<file path="config.mk">
export PLATFORM = sky130hd
export DESIGN_NAME = lcd_nibble_rx
export DESIGN_NICKNAME = d
export VERILOG_FILES = /design/src/rtl/lcd_pkg.sv /design/src/rtl/lcd_strobe_qual.sv /design/src/rtl/lcd_nibble_rx.sv
export SDC_FILE = /design/constraint.sdc
export NUM_CORES = 1
export LEC_CHECK = 0
export ABC_CLOCK_PERIOD_IN_PS = 1500
export CAP_MARGIN = 20
export CELL_PAD_IN_SITES_DETAIL_PLACEMENT = 0
export CELL_PAD_IN_SITES_GLOBAL_PLACEMENT = 1
export CORE_MARGIN = 10
export CORE_UTILIZATION = 39
export DETAILED_ROUTE_END_ITERATION = 12
export PLACE_DENSITY = 0.73
export SYNTH_ARGS = -nofsm -noshare
export SYNTH_HDL_FRONTEND = slang
export SYNTH_SLANG_ARGS = --single-unit
</file>
<file path="constraint.sdc">
create_clock -name clk -period 1.5 [get_ports clk]
set_input_delay 0.45 -clock clk [delete_from_list [all_inputs] [get_ports clk]]
set_output_delay 0.45 -clock clk [all_outputs]
set_load 0.01 [all_outputs]
</file>
<file path="src/rtl/lcd_pkg.sv">
// Shared definitions for the 4-bit LCD write link (receiver side and io_bridge).
package lcd_pkg;

   typedef enum logic [1:0] {
      ST_SYNC8 = 2'd0,
      ST_HI    = 2'd1,
      ST_LO    = 2'd2
   } lcd_state_e;

   // Init nibble that switches the controller into 4-bit mode.
   localparam logic [3:0] LCD_INIT_4BIT = 4'h2;

   // Register-select encodings.
   localparam logic RS_CMD  = 1'b0;
   localparam logic RS_DATA = 1'b1;

endpackage

</file>
<file path="src/rtl/lcd_strobe_qual.sv">
// Input registers, lcd_e fall detection and strobe width qualification.
// Emits a one-cycle qualified-fall pulse with the nibble/rs/rw captured
// while lcd_e was still high, or a short_err pulse for a too-narrow strobe.
module lcd_strobe_qual
   import lcd_pkg::*;
#(
   parameter int unsigned MIN_E_HIGH = 12,
   parameter int unsigned CNT_W      = 12
) (
   input  logic       clk,
   input  logic       rst,
   input  logic       lcd_rs,
   input  logic       lcd_rw,
   input  logic       lcd_e,
   input  logic [3:0] lcd_d,
   output logic       fall_valid,
   output logic       fall_rs,
   output logic       fall_rw,
   output logic [3:0] fall_nibble,
   output logic       short_err
);

   logic             s1_e_q, s1_e_d;
   logic             s1_rs_q, s1_rs_d;
   logic             s1_rw_q, s1_rw_d;
   logic [3:0]       s1_d_q, s1_d_d;
   logic             s2_e_q, s2_e_d;
   logic             s2_rs_q, s2_rs_d;
   logic             s2_rw_q, s2_rw_d;
   logic [3:0]       s2_d_q, s2_d_d;
   logic [CNT_W-1:0] wcnt_q, wcnt_d;
   logic             fall_valid_q, fall_valid_d;
   logic             fall_rs_q, fall_rs_d;
   logic             fall_rw_q, fall_rw_d;
   logic [3:0]       fall_nibble_q, fall_nibble_d;
   logic             short_err_q, short_err_d;
   logic             fall;
   logic             wide_enough;

   // Pipeline shift, saturating width count and fall qualification.
   always_comb begin
      s1_e_d        = lcd_e;
      s1_rs_d       = lcd_rs;
      s1_rw_d       = lcd_rw;
      s1_d_d        = lcd_d;
      s2_e_d        = s1_e_q;
      s2_rs_d       = s1_rs_q;
      s2_rw_d       = s1_rw_q;
      s2_d_d        = s1_d_q;
      fall_rs_d     = fall_rs_q;
      fall_rw_d     = fall_rw_q;
      fall_nibble_d = fall_nibble_q;

      if (!s1_e_q) begin
         wcnt_d = '0;
      end else if (wcnt_q == '1) begin
         wcnt_d = wcnt_q;
      end else begin
         wcnt_d = wcnt_q + 1'b1;
      end

      // wcnt_q still holds the high width in the cycle the fall is seen.
      fall         = s2_e_q & ~s1_e_q;
      wide_enough  = (wcnt_q >= CNT_W'(MIN_E_HIGH));
      fall_valid_d = fall & wide_enough;
      short_err_d  = fall & ~wide_enough;

      if (fall) begin
         fall_rs_d     = s2_rs_q;
         fall_rw_d     = s2_rw_q;
         fall_nibble_d = s2_d_q;
      end
   end

   // State registers with synchronous reset; pipeline clears to e=0.
   always_ff @(posedge clk) begin
      if (rst) begin
         s1_e_q        <= 1'b0;
         s1_rs_q       <= RS_CMD;
         s1_rw_q       <= 1'b0;
         s1_d_q        <= '0;
         s2_e_q        <= 1'b0;
         s2_rs_q       <= RS_CMD;
         s2_rw_q       <= 1'b0;
         s2_d_q        <= '0;
         wcnt_q        <= '0;
         fall_valid_q  <= 1'b0;
         fall_rs_q     <= RS_CMD;
         fall_rw_q     <= 1'b0;
         fall_nibble_q <= '0;
         short_err_q   <= 1'b0;
      end else begin
         s1_e_q        <= s1_e_d;
         s1_rs_q       <= s1_rs_d;
         s1_rw_q       <= s1_rw_d;
         s1_d_q        <= s1_d_d;
         s2_e_q        <= s2_e_d;
         s2_rs_q       <= s2_rs_d;
         s2_rw_q       <= s2_rw_d;
         s2_d_q        <= s2_d_d;
         wcnt_q        <= wcnt_d;
         fall_valid_q  <= fall_valid_d;
         fall_rs_q     <= fall_rs_d;
         fall_rw_q     <= fall_rw_d;
         fall_nibble_q <= fall_nibble_d;
         short_err_q   <= short_err_d;
      end
   end

   assign fall_valid  = fall_valid_q;
   assign fall_rs     = fall_rs_q;
   assign fall_rw     = fall_rw_q;
   assign fall_nibble = fall_nibble_q;
   assign short_err   = short_err_q;

endmodule

</file>
<file path="src/rtl/lcd_nibble_rx.sv">
// Receiver for the 4-bit HD44780-style write link: tracks the 8-bit init
// nibbles, then pairs high/low nibbles into bytes with their RS flag.
module lcd_nibble_rx
   import lcd_pkg::*;
#(
   parameter int unsigned MIN_E_HIGH     = 12,
   parameter int unsigned NIBBLE_TIMEOUT = 2000,
   parameter int unsigned CNT_W          = 12
) (
   input  logic       clk,
   input  logic       rst,
   input  logic       lcd_rs,
   input  logic       lcd_rw,
   input  logic       lcd_e,
   input  logic [3:0] lcd_d,
   output logic       byte_valid,
   output logic [7:0] byte_data,
   output logic       byte_rs,
   output logic       init_valid,
   output logic [3:0] init_nibble,
   output logic       synced,
   output logic       short_err,
   output logic       frame_err
);

   logic       q_valid;
   logic       q_rs;
   logic       q_rw;
   logic [3:0] q_nib;
   logic       q_short;

   lcd_strobe_qual #(
      .MIN_E_HIGH (MIN_E_HIGH),
      .CNT_W      (CNT_W)
   ) u_qual (
      .clk         (clk),
      .rst         (rst),
      .lcd_rs      (lcd_rs),
      .lcd_rw      (lcd_rw),
      .lcd_e       (lcd_e),
      .lcd_d       (lcd_d),
      .fall_valid  (q_valid),
      .fall_rs     (q_rs),
      .fall_rw     (q_rw),
      .fall_nibble (q_nib),
      .short_err   (q_short)
   );

   lcd_state_e       state_q, state_d;
   logic [3:0]       hi_nib_q, hi_nib_d;
   logic             lrs_q, lrs_d;
   logic [CNT_W-1:0] tmo_q, tmo_d;
   logic             byte_valid_q, byte_valid_d;
   logic [7:0]       byte_data_q, byte_data_d;
   logic             byte_rs_q, byte_rs_d;
   logic             init_valid_q, init_valid_d;
   logic [3:0]       init_nibble_q, init_nibble_d;
   logic             synced_q, synced_d;
   logic             short_err_q, short_err_d;
   logic             frame_err_q, frame_err_d;
   logic             accept;
   logic             timed_out;

   // Next-state and registered-output logic for the nibble pairing FSM.
   always_comb begin
      state_d       = state_q;
      hi_nib_d      = hi_nib_q;
      lrs_d         = lrs_q;
      tmo_d         = tmo_q;
      byte_valid_d  = 1'b0;
      byte_data_d   = byte_data_q;
      byte_rs_d     = byte_rs_q;
      init_valid_d  = 1'b0;
      init_nibble_d = init_nibble_q;
      short_err_d   = q_short;
      frame_err_d   = 1'b0;

      // Read cycles are invisible: no outputs, no state, timeout keeps running.
      accept    = q_valid & ~q_rw;
      timed_out = (tmo_q == CNT_W'(NIBBLE_TIMEOUT));

      case (state_q)
         ST_SYNC8: begin
            if (accept) begin
               if (q_rs == RS_DATA) begin
                  frame_err_d = 1'b1;
               end else begin
                  init_valid_d  = 1'b1;
                  init_nibble_d = q_nib;
                  if (q_nib == LCD_INIT_4BIT) begin
                     state_d = ST_HI;
                  end
               end
            end
         end

         ST_HI: begin
            if (accept) begin
               hi_nib_d = q_nib;
               lrs_d    = q_rs;
               tmo_d    = '0;
               state_d  = ST_LO;
            end
         end

         ST_LO: begin
            tmo_d = tmo_q + 1'b1;
            // A fall arriving in the timeout cycle still completes the pair.
            if (accept) begin
               if (q_rs == lrs_q) begin
                  byte_valid_d = 1'b1;
                  byte_data_d  = {hi_nib_q, q_nib};
                  byte_rs_d    = lrs_q;
                  state_d      = ST_HI;
               end else begin
                  frame_err_d = 1'b1;
                  hi_nib_d    = q_nib;
                  lrs_d       = q_rs;
                  tmo_d       = '0;
               end
            end else if (timed_out) begin
               frame_err_d = 1'b1;
               state_d     = ST_HI;
            end
         end

         default: begin
            state_d = ST_SYNC8;
         end
      endcase

      synced_d = (state_d != ST_SYNC8);
   end

   // FSM state and output registers with synchronous reset.
   always_ff @(posedge clk) begin
      if (rst) begin
         state_q       <= ST_SYNC8;
         hi_nib_q      <= '0;
         lrs_q         <= RS_CMD;
         tmo_q         <= '0;
         byte_valid_q  <= 1'b0;
         byte_data_q   <= '0;
         byte_rs_q     <= RS_CMD;
         init_valid_q  <= 1'b0;
         init_nibble_q <= '0;
         synced_q      <= 1'b0;
         short_err_q   <= 1'b0;
         frame_err_q   <= 1'b0;
      end else begin
         state_q       <= state_d;
         hi_nib_q      <= hi_nib_d;
         lrs_q         <= lrs_d;
         tmo_q         <= tmo_d;
         byte_valid_q  <= byte_valid_d;
         byte_data_q   <= byte_data_d;
         byte_rs_q     <= byte_rs_d;
         init_valid_q  <= init_valid_d;
         init_nibble_q <= init_nibble_d;
         synced_q      <= synced_d;
         short_err_q   <= short_err_d;
         frame_err_q   <= frame_err_d;
      end
   end

   assign byte_valid  = byte_valid_q;
   assign byte_data   = byte_data_q;
   assign byte_rs     = byte_rs_q;
   assign init_valid  = init_valid_q;
   assign init_nibble = init_nibble_q;
   assign synced      = synced_q;
   assign short_err   = short_err_q;
   assign frame_err   = frame_err_q;

endmodule
</file>
==> results of run 1 <==
path summary, 6_finish.rpt:
path	slack, ns	depth (start not counted)	endpoint
setup / recovery	-0.07	5	tmo_q[8]
hold / removal	0.44	2	u_qual.fall_nibble[0]
setup reg to reg	-0.07	5	tmo_q[8]
hold reg to reg	0.44	2	u_qual.fall_nibble[0]
timing repair:
item                                    4_1_cts  5_1_grt
cloned                                        0        1
endpoints found under the setup margin       33       31
pin swaps                                     0       17
buffers inserted                              1        3
gates resized for setup                      26       42
hold endpoints to repair                      0        0
power groups by stage:
stage	Clock, mW	Sequential, mW	Combinational [mW]
final	1.71	1.91	0.0877
after global routing	1.84	1.91	0.0991
after CTS	1.76	1.91	0.0874
after detailed placement	0	1.96	0.0871
after global placement	0	1.96	0.0861
after floorplan	0	1.96	0.0471
cell families after synthesis:
group	after synthesis
AO/OA/AOI/OAI	59
XOR/XNOR	8
adder cells (fa/ha/maj)	4
buffers and inverters	25
flip-flops	71
multiplexers	16
AND/OR/NAND/NOR	129
synthesized netlist by cell type (all sizes together) (3+ instances only):
master	n	area [um^2]
nor2	26	100.1
xor2	3	26.28
ha	4	50.05
nand3	13	65.06
a31oi	3	18.77
nor4	6	58.80
inv	9	33.78
nand4	3	18.77
mux2i	16	160.2
clkbuf	10	38.78
nor3	6	30.03
buf	6	36.29
or4	4	30.03
a311oi	6	52.55
dfxtp	71	1421
a211oi	4	30.03
or3	3	18.77
nand2b	6	37.54
o21ai	10	50.04
o31ai	4	30.03
xnor2	5	43.79
nand2	29	108.9
a21oi	22	113.9
nor2b	17	106.4
and3	4	25.02
per-stage QoR:
stage	instance area, um^2	std cells	power, mW
floorplan	2910	312	2.003
CTS	3872	491	3.763
global placement	3636	474	2.042
global route	4086	495	3.853
detailed placement	3636	474	2.044
finish	4086	495	3.714
registers in the layout, indices dropped and copies added, names as in the netlist, 2 cells and up:
register / cells
tmo_q: 12
u_qual.wcnt_q: 12
byte_data: 8
hi_nib_q: 4
init_nibble: 4
u_qual.fall_nibble: 4
u_qual.s1_d_q: 4
u_qual.s2_d_q: 4
state_q: 2
layer usage:
| metal | vias up | wire length, um | share of wire [%] |
|---|---|---|---|
| met5 | - | 0 | 0 |
| met2 | 34 | 3081 | 48 |
| li1 | 1268 | - | - |
| met4 | 0 | 31 | 0.48 |
| met3 | 4 | 216 | 3.4 |
| met1 | 1138 | 3109 | 48 |
final cells by class:
cell class,instances,area (um^2)
Fill cell,657,3167
Multi-Input combinational cell,216,1548
Sequential cell,71,1436
Timing Repair Buffer,84,718.2
Clock buffer,9,123.9
Tap cell,99,123.9
Clock inverter,7,102.6
Inverter,9,33.78
critical path: stages (launching register included):
cell,delay (ns)
dfxtp_2,0.37
ha_1,0.18
and3_4,0.21
nand3_1,0.11
or4_1,0.43
a211oi_2,0.20
==> results.md, run 1 <==
* Num Clock Sinks at 71
* Initial antenna violation count at 0
* Fin util at 56.34%
* DIE AREA at 11270 um^2
* Avg Inst Size Synth at 9.276 um^2
* Die Y at 106.1 um
* Comb power frac at 2.4%
* XOR/XNOR Fraction of Synth Area at 2.421%
* Netlist Area Pre-Place at 2894 um^2
* Grt met1 use at 14.71%
* Largest family of logic cells by synthesized area: simple AND/OR/NAND/NOR gates
* Ant. Diodes at 0
* Busiest grt layer: met2
* Core region area at 7253 um^2
* Worst setup margin at -0.06808 ns
* Drt initial violations at 78
* Total wire length at 6439 um
* Yosys warnings at 0
* CP Data Required Time at 1.77 ns
* Placement Setup Slack at -0.1266 ns
* Syn_nets at 325
* Number of remaining DRC errors at 0
* Worst ir drop on vdd at 633.8 uV
* CTS buffer count at 9
* Detailed-route vias per instance at 4.937
* Antenna Violating Nets Remaining at 0
* FFs w/ async S/R, synth at 0%
* Fmax at 637.7 MHz
* Pwr dens at 908.9 nW/um^2
* Hold Path Class: flip-flop to flip-flop
* Hold-fix buffers at CTS at 0
* Crit path launch: tmo_q[1]
* Worst-Skew Late Latency at 0.34 ns
* IO Port Bufs at 26
* Setup TNS at -0.1331 ns
* Most common cell after layout, fill and taps aside: dfxtp_1
* Worst hold slack at 0.4374 ns
* Die W at 106.1 um
* Final setup fails at 6
* Part of the power in registers at 51.5%
* Internal power at 2.902 mW
* Pin count of the biggest net entering global routing at 30
* RSZ-0062 raised after global routing: yes
* Commonest non-fill, non-tap cells in the layout: dfxtp_1, buf_4, nand2_1
* Final worst-path cycle share at 104.5%
* Seq/Total Area, Yosys at 49.11%
* Grt total ovfl at 0
* Routability Congestion at 0.8271
* Slew Limit Fails at 0
* Final min period at 1.568 ns
* Worst Max-Slew Pin Slew at 0.3457 ns
* Total number of vias at 2444
* Grt met3 use at 3.684%
* CP Max Fanout at 4
* WL/cell at 13.01 um
* Max-Cap Viols at 0
* Vias in the first global route at 2351
* Crit start category: flip-flop
* Synth Area in Simple Gates at 24.38%
* Synth Area in Adders at 1.729%
* Compound-gate portion of the synthesized area at 13.06%
* Worst Skew at 0.01078 ns
* Post-synth EDFFs at 0
* Share of cells above drive strength 1 at 31.82%
* Drt pass-1 iters at 5
* Top_reg_cell synth: dfxtp_1
* HP Start: u_qual.s2_d_q[0]
* R2r startpoint: tmo_q[1]
* Critical path type: flip-flop to flip-flop
* LEAKAGE at 1.611 nW
* TritonCTS clock tree: built
* Global-route wire length before repair at 10910 um
* CTS Buffer Depth at 2
* CTS root buffer: clkbuf_8
* Mux cell area share after synthesis at 5.534%
* CP arrival at 1.83 ns
* CP Capture Type: flip-flop
* Status: finished, violations left
* Switching power total at 812.1 uW
* Gr usage total at 11.49%
* Detailed placer's ending HPWL at 4465 um
* Netlist cell types at 51
* Cells after synthesis at 312
* Fin nets at 404
* Failing checks: negative setup slack
* Clock Pin Slew Worst Setup and Hold Paths at 0.08 ns
* Synth-to-layout area growth at 41.20%
* #FFs+latches synth at 71
* Hold Fails Final Rpt at 0
* Clk pwr share at 46.2%
* Switching Fraction at 21.87%
* H-tree levels at 3
* Met2 GRT Util at 17.89%
* Top Ports at 27
* Max-slew headroom at 76.91%
* Rows at 31
* Starting density of the core at 39.90%
(Power assumes the default switching activity.)
==> run 2: changes to the inputs <==
--- a/config.mk
+++ b/config.mk
@@ -5,7 +5,6 @@
 export SDC_FILE = /design/constraint.sdc
 export NUM_CORES = 1
 export LEC_CHECK = 0
-export ABC_CLOCK_PERIOD_IN_PS = 1500
 export CAP_MARGIN = 20
 export CELL_PAD_IN_SITES_DETAIL_PLACEMENT = 0
 export CELL_PAD_IN_SITES_GLOBAL_PLACEMENT = 1
==> results of run 2 <==
No change in the layout: final DEF, timing and power equal those of run 1.
